===== src/rtl/add16u_eval_pkg.sv =====
// Shared types and helpers for the 16-bit approximate-adder error monitors.
// Holds the run-control states, accumulator widths, stage-1 payload and saturating add.
package add16u_eval_pkg;

    localparam int W     = 16;
    localparam int CNT_W = 32;
    localparam int SUM_W = 48;
    localparam int SQ_W  = 80;

    typedef enum logic [1:0] {
        IDLE  = 2'd0,
        RUN   = 2'd1,
        DRAIN = 2'd2,
        DONE  = 2'd3
    } state_t;

    typedef struct packed {
        logic         valid;
        logic [W:0]   abs_err;
        logic [W-1:0] a;
        logic [W-1:0] b;
    } s1_t;

    // Adds inc to acc and clamps the result to the all-ones value of a width-bit field.
    function automatic logic [SQ_W-1:0] sat_add(
        input logic [SQ_W-1:0] acc,
        input logic [SQ_W-1:0] inc,
        input int unsigned     width
    );
        logic [SQ_W:0] sum;
        logic [SQ_W:0] limit;
        sum   = {1'b0, acc} + {1'b0, inc};
        limit = ((SQ_W+1)'(1) << width) - (SQ_W+1)'(1);
        return (sum > limit) ? limit[SQ_W-1:0] : sum[SQ_W-1:0];
    endfunction

endpackage


===== src/rtl/add16u_err_calc.sv =====
// Combinational exact-sum and absolute-error calculation for one operand/result triple.
// Width is a parameter so the same block serves monitors for other adder widths.
module add16u_err_calc
    import add16u_eval_pkg::*;
#(
    parameter int CW = W
) (
    input  logic [CW-1:0] a,
    input  logic [CW-1:0] b,
    input  logic [CW:0]   approx,
    output logic [CW:0]   abs_err
);

    logic [CW:0]          exact;
    logic signed [CW+1:0] diff;

    assign exact = {1'b0, a} + {1'b0, b};
    assign diff  = $signed({1'b0, exact}) - $signed({1'b0, approx});

    // The largest magnitude, 2^(CW+1)-1, still fits in CW+1 bits after negation.
    assign abs_err = diff[CW+1] ? (CW+1)'(-diff) : diff[CW:0];

endmodule


===== src/rtl/add16u_err_monitor.sv =====
// Error-statistics monitor for a 16-bit approximate adder: two-stage pipeline that
// accumulates MAE/WCE/MSE/EP numerators over a programmed run of samples.
module add16u_err_monitor
    import add16u_eval_pkg::*;
(
    input  logic             clk,
    input  logic             rst,
    input  logic             start,
    input  logic [CNT_W-1:0] run_len,
    input  logic             in_valid,
    output logic             in_ready,
    input  logic [W-1:0]     in_a,
    input  logic [W-1:0]     in_b,
    input  logic [W:0]       in_approx,
    output logic             busy,
    output logic             done,
    output logic [CNT_W-1:0] sample_cnt,
    output logic [CNT_W-1:0] err_cnt,
    output logic [SUM_W-1:0] sum_abs_err,
    output logic [SQ_W-1:0]  sum_sq_err,
    output logic [W:0]       max_abs_err,
    output logic [W-1:0]     wc_a,
    output logic [W-1:0]     wc_b,
    output state_t           dbg_state
);

    // Handshake: a triple transfers on a rising edge where in_valid and in_ready are both
    // high. in_ready depends only on registered state, never on in_valid; a source holds
    // its triple stable until it transfers.

    state_t           state_q, state_d;
    logic [CNT_W-1:0] len_q;
    logic [CNT_W-1:0] acc_cnt;
    s1_t              s1_q;
    logic [W:0]       abs_err;
    logic [2*W+1:0]   sq;
    logic             xfer;
    logic             start_ok;

    add16u_err_calc #(.CW(W)) u_calc (
        .a       (in_a),
        .b       (in_b),
        .approx  (in_approx),
        .abs_err (abs_err)
    );

    assign in_ready  = (state_q == RUN) && (acc_cnt < len_q);
    assign xfer      = in_valid && in_ready;
    assign start_ok  = start && ((state_q == IDLE) || (state_q == DONE));
    assign busy      = (state_q == RUN) || (state_q == DRAIN);
    assign done      = (state_q == DONE);
    assign dbg_state = state_q;
    assign sq        = (2*W+2)'(s1_q.abs_err) * (2*W+2)'(s1_q.abs_err);

    always_comb begin
        state_d = state_q;
        case (state_q)
            IDLE, DONE: begin
                if (start) begin
                    state_d = (run_len == '0) ? DRAIN : RUN;
                end
            end
            RUN: begin
                if (xfer && (acc_cnt == len_q - CNT_W'(1))) begin
                    state_d = DRAIN;
                end
            end
            // Stage 2 retires on the same edge stage 1 empties, so an empty stage 1
            // means the last update has already landed in the statistics.
            DRAIN: begin
                if (!s1_q.valid) begin
                    state_d = DONE;
                end
            end
            default: state_d = IDLE;
        endcase
    end

    always_ff @(posedge clk) begin
        if (rst) begin
            state_q     <= IDLE;
            len_q       <= '0;
            acc_cnt     <= '0;
            s1_q        <= '0;
            sample_cnt  <= '0;
            err_cnt     <= '0;
            sum_abs_err <= '0;
            sum_sq_err  <= '0;
            max_abs_err <= '0;
            wc_a        <= '0;
            wc_b        <= '0;
        end else begin
            state_q <= state_d;
            if (start_ok) begin
                len_q       <= run_len;
                acc_cnt     <= '0;
                s1_q        <= '0;
                sample_cnt  <= '0;
                err_cnt     <= '0;
                sum_abs_err <= '0;
                sum_sq_err  <= '0;
                max_abs_err <= '0;
                wc_a        <= '0;
                wc_b        <= '0;
            end else begin
                if (xfer) begin
                    acc_cnt      <= acc_cnt + CNT_W'(1);
                    s1_q.valid   <= 1'b1;
                    s1_q.abs_err <= abs_err;
                    s1_q.a       <= in_a;
                    s1_q.b       <= in_b;
                end else begin
                    s1_q.valid <= 1'b0;
                end
                if (s1_q.valid) begin
                    sample_cnt  <= sample_cnt + CNT_W'(1);
                    err_cnt     <= err_cnt + CNT_W'(s1_q.abs_err != '0);
                    sum_abs_err <= SUM_W'(sat_add(SQ_W'(sum_abs_err), SQ_W'(s1_q.abs_err), SUM_W));
                    sum_sq_err  <= sat_add(sum_sq_err, SQ_W'(sq), SQ_W);
                    // Strictly greater: on a tie the earlier sample stays the worst case.
                    if (s1_q.abs_err > max_abs_err) begin
                        max_abs_err <= s1_q.abs_err;
                        wc_a        <= s1_q.a;
                        wc_b        <= s1_q.b;
                    end
                end
            end
        end
    end

endmodule

===== config.mk =====
export PLATFORM = sky130hd
export DESIGN_NAME = add16u_err_monitor
export DESIGN_NICKNAME = d
export VERILOG_FILES = /design/src/rtl/add16u_eval_pkg.sv /design/src/rtl/add16u_err_calc.sv /design/src/rtl/add16u_err_monitor.sv
export SDC_FILE = /design/constraint.sdc
export NUM_CORES = 2
export LEC_CHECK = 0
export BUFFER_PORTS_ARGS = -buffer_cell sky130_fd_sc_hd__clkbuf_2
export CAP_MARGIN = 15
export CORE_AREA = 2 2 225 227
export DETAILED_ROUTE_END_ITERATION = 7
export DIE_AREA = 0 0 227 229
export PLACE_DENSITY = 0.78
export SETUP_SLACK_MARGIN = 0.3
export SLEW_MARGIN = 25
export SYNTH_ARGS = -nofsm -noshare
export SYNTH_HDL_FRONTEND = slang
export SYNTH_SLANG_ARGS = --single-unit

===== constraint.sdc =====
create_clock -name clk -period 9.2 [get_ports clk]
set_clock_uncertainty 0.15 [all_clocks]
set_input_delay 1.84 -clock clk [delete_from_list [all_inputs] [get_ports clk]]
set_output_delay 1.84 -clock clk [all_outputs]
set_load 0.005 [all_outputs]

==> flow_summary.yaml <==
critical_path:
  r2r_slack_ns: 1.01
  critPathRequiredTime_ns: 9.48
  critPathSlowestCell: "dfxtp_1"
  cp_slowest_stage_delay_ns: 1.01
  end_kind: "flop"
  cp_num_cells: 20
  path_cells: "nand2_1 -> fa_1 -> fa_1 -> inv_1 -> fa_1 -> fa_1 -> fa_1 -> inv_1 -> fa_1 -> inv_1 -> ha_1 -> and3_1 -> and2_0 -> a221o_1 -> o21ai_1 -> or3_1 -> a2111o_1 -> buf_4 -> and4_1 -> nor3_1"
  cp.arrival_ns: 8.47
  timing.rr.end: "sum_sq_err[37]$_SDFFE_PP0P_"
  cp.buffers_inverters: 4
  critPathLaunchType: "flop"
  critical_path_class: "flop to flop"
  rr_startpoint: "s1_q[35]$_SDFFE_PP0P_"
  worst_path_most_repeated_cell: "fa_1"
  crit_family: "adder cells"
  cp_max_fo: 26
  r2r_cells: 20
cts:
  path_clk_slew_ns: 0.06
  post_cts_resize_count: 0
  hold_buffers: 0
  post-cts-setup-buffers: 0
  htree_num_levels: 2
  cts_made_buffers: 42
  cts_tree: "built"
  clk_latency_ns: 0.58
  clockBufferDepth: 3
  clock-sinks: 357
  cts_root_buf: "clkbuf_16"
synthesis:
  synthMostInstantiatedCell: "inv_1"
  syn_avg_cell_area_sq_um: 8.26
  yosys.area_share.simple: 0.188
  synthTopCellsByArea: "dfxtp_1, fa_1, ha_1, inv_1, nand2_1"
  syn_inst: 3573
  ys_seq_area_frac: 0.242
  synth_area_sq_um: 29500
  ys_types: 86
  synth_fa_ha_area_frac: 0.251
  synth_xor_area_frac: 0.0549
  synthArstFlopShare: 0
  ys.flop_type: "dfxtp_1"
  synth_top_area_frac: 0.242
  syn-num-nets: 4105
  synth_mux_area_frac: 0.0357
  synth.largest_area_cell: "dfxtp_1"
  synth_commonest_cells: "inv_1, nand2_1, dfxtp_1"
  synth_top_family_by_area: "adder cells"
  synth-compound-area-share: 0.138
  synth-edff-count: 0
  ys_warn_count: 0
  synth-seq-cells: 357
die:
  fp-row-count: 82
  die_w_microns: 227
  core_area_sq_um: 49700
  ioPinCount: 331
  die_y_microns: 229
  dieArea_sq_um: 52000
  start_util: 0.595
sta:
  tns_ns: 0
  finalCritPeriodShare: 0.890
  rsz0062_at_grt: "false"
  worstMarginPinSlew_ns: 1.05
  finalHoldViolCount: 0
  slew_violations: 0
  layout_min_cycle_time_ns: 8.19
  setup_violations: 0
  hold_slack_ns: 0.306
  max_freq_mhz: 122
  slew_headroom: 0.280
grt:
  grt_use_met1: 0.417
  grt_max_degree: 89
  use_met3: 0.0665
  grt_pass1_vias: 25200
  antenna_found_initial: 0
  grt_use_met2: 0.502
  grt.total_usage: 0.311
  grt_overflow: 0
  busiest_layer: "met2"
  grt_pass1_wl_microns: 131000
placed_design:
  port_buffers: 330
  hpwl_microns: 61100
  gp_congestion: 0.945
  placed_area_sq_um: 31600
drt:
  drtAntennaViolNets: 0
  wl_per_cell_microns: 17.7
  vias: 25900
  viasPerCell: 5.76
  drtIter0Drc: 2006
  drtPass1Iterations: 6
  wirelength_microns: 80000
  drc: 0
layout:
  drive_above_1_share: 0.122
  nFillCells: 4256
  nets: 4337
  syn2layout_area_growth_pct: 11.7
  final_area_sq_um: 33000
  num_antenna_cells: 0
power_and_ir_drop:
  powerDensity_nw_per_um2: 164
  irDropWorstVdd_uv: 196
  leakage_nw: 15.2
  p_total_mw: 5.42
hold_path:
  hold_class: "flop to flop"
  whs_path_depth: 2
  worstHoldEndpoint: "wc_b[1]$_SDFFE_PP0P_"
  hold_start: "wc_b[1]$_SDFFE_PP0P_"
outcome:
  status: "completed"
flow_run:
  maxCapViolations: 0
power by group:
group	internal (mW)	total [mW]	switching (mW)
sequential	1.64	1.83	0.190
clock	0.945	1.66	0.713
combinational	0.726	1.93	1.21
total	3.31	5.42	2.11
metrics by stage:
stage,setup slack (ns),utilization,cells
4_1_cts,1.05,0.664,4506
3_3_place_gp,1.22,0.637,4433
6_report,1.01,0.664,4506
3_5_place_dp,1.08,0.637,4433
2_1_floorplan,1.90,-,3573
5_1_grt,0.638,0.664,4506
final cells by class:
type	count	area (sq um)	area share
inverter	541	2030	0.0616
sequential	357	7150	0.217
timing repair buffer	356	1850	0.0560
multi-input combinational	2507	19800	0.599
clock inverter	17	150	0.00455
tap	672	841	0.0255
clock buffer	56	1190	0.0362
routing by layer:
layer	vias to the layer above	share of wire	routed length [microns]
met2	877	0.46	36800
met1	12400	0.43	34600
met3	159	0.077	6180
li1	12500	-	-
met5	-	0	0
met4	0	0.031	2450
cell families (layout without fill, tap and decap cells):
logic type      after synthesis  in the layout
mux                         105            105
simple gates               1138           1138
buf+inv                     709            970
compound gates              632            632
fa+ha+maj                   447            447
xor+xnor                    185            185
flops                       357            357
registers in the layout, summed over array words and instances, names as in the netlist:
| register | count |
|---|---|
| wc_b | 16 |
| acc_cnt | 32 |
| dbg_state | 2 |
| sum_sq_err | 80 |
| err_cnt | 32 |
| sample_cnt | 32 |
| s1_q | 50 |
| sum_abs_err | 48 |
| wc_a | 16 |
| len_q | 32 |
| max_abs_err | 17 |
tightest hold or removal path, delay by kind of cell, from the launching register on:
| family | cells | cell delay, ns |
|---|---|---|
| mux | 1 | 0.05 |
| simple gates | 1 | 0.05 |
| flops | 1 | 0.31 |
placed cells by master (no fill, tap or decap), types with 82 or more instances in the layout:
cell type  count
dfxtp_1      356
nand2_1      397
o21ai_0      151
xnor2_1       82
xor2_1       103
mux2i_1      102
ha_1         206
nor2_1       240
fa_1         241
inv_1        541
clkbuf_2     330
a21oi_1      174
how the worst max path moves through the flow:
stage / start / to / slack, ns
2_1_floorplan: s1_q[37]$_SDFFE_PP0P_ / sum_sq_err[30]$_SDFFE_PP0P_ / 1.90
3_3_place_gp: s1_q[46]$_SDFFE_PP0P_ / sum_sq_err[75]$_SDFFE_PP0P_ / 1.22
3_5_place_dp: s1_q[45]$_SDFFE_PP0P_ / sum_sq_err[75]$_SDFFE_PP0P_ / 1.08
4_1_cts: s1_q[46]$_SDFFE_PP0P_ / sum_sq_err[67]$_SDFFE_PP0P_ / 1.05
5_1_grt: s1_q[44]$_SDFFE_PP0P_ / sum_sq_err[37]$_SDFFE_PP0P_ / 0.64
6_report: s1_q[35]$_SDFFE_PP0P_ / sum_sq_err[37]$_SDFFE_PP0P_ / 1.01
Power figures use the tool's default switching activity.
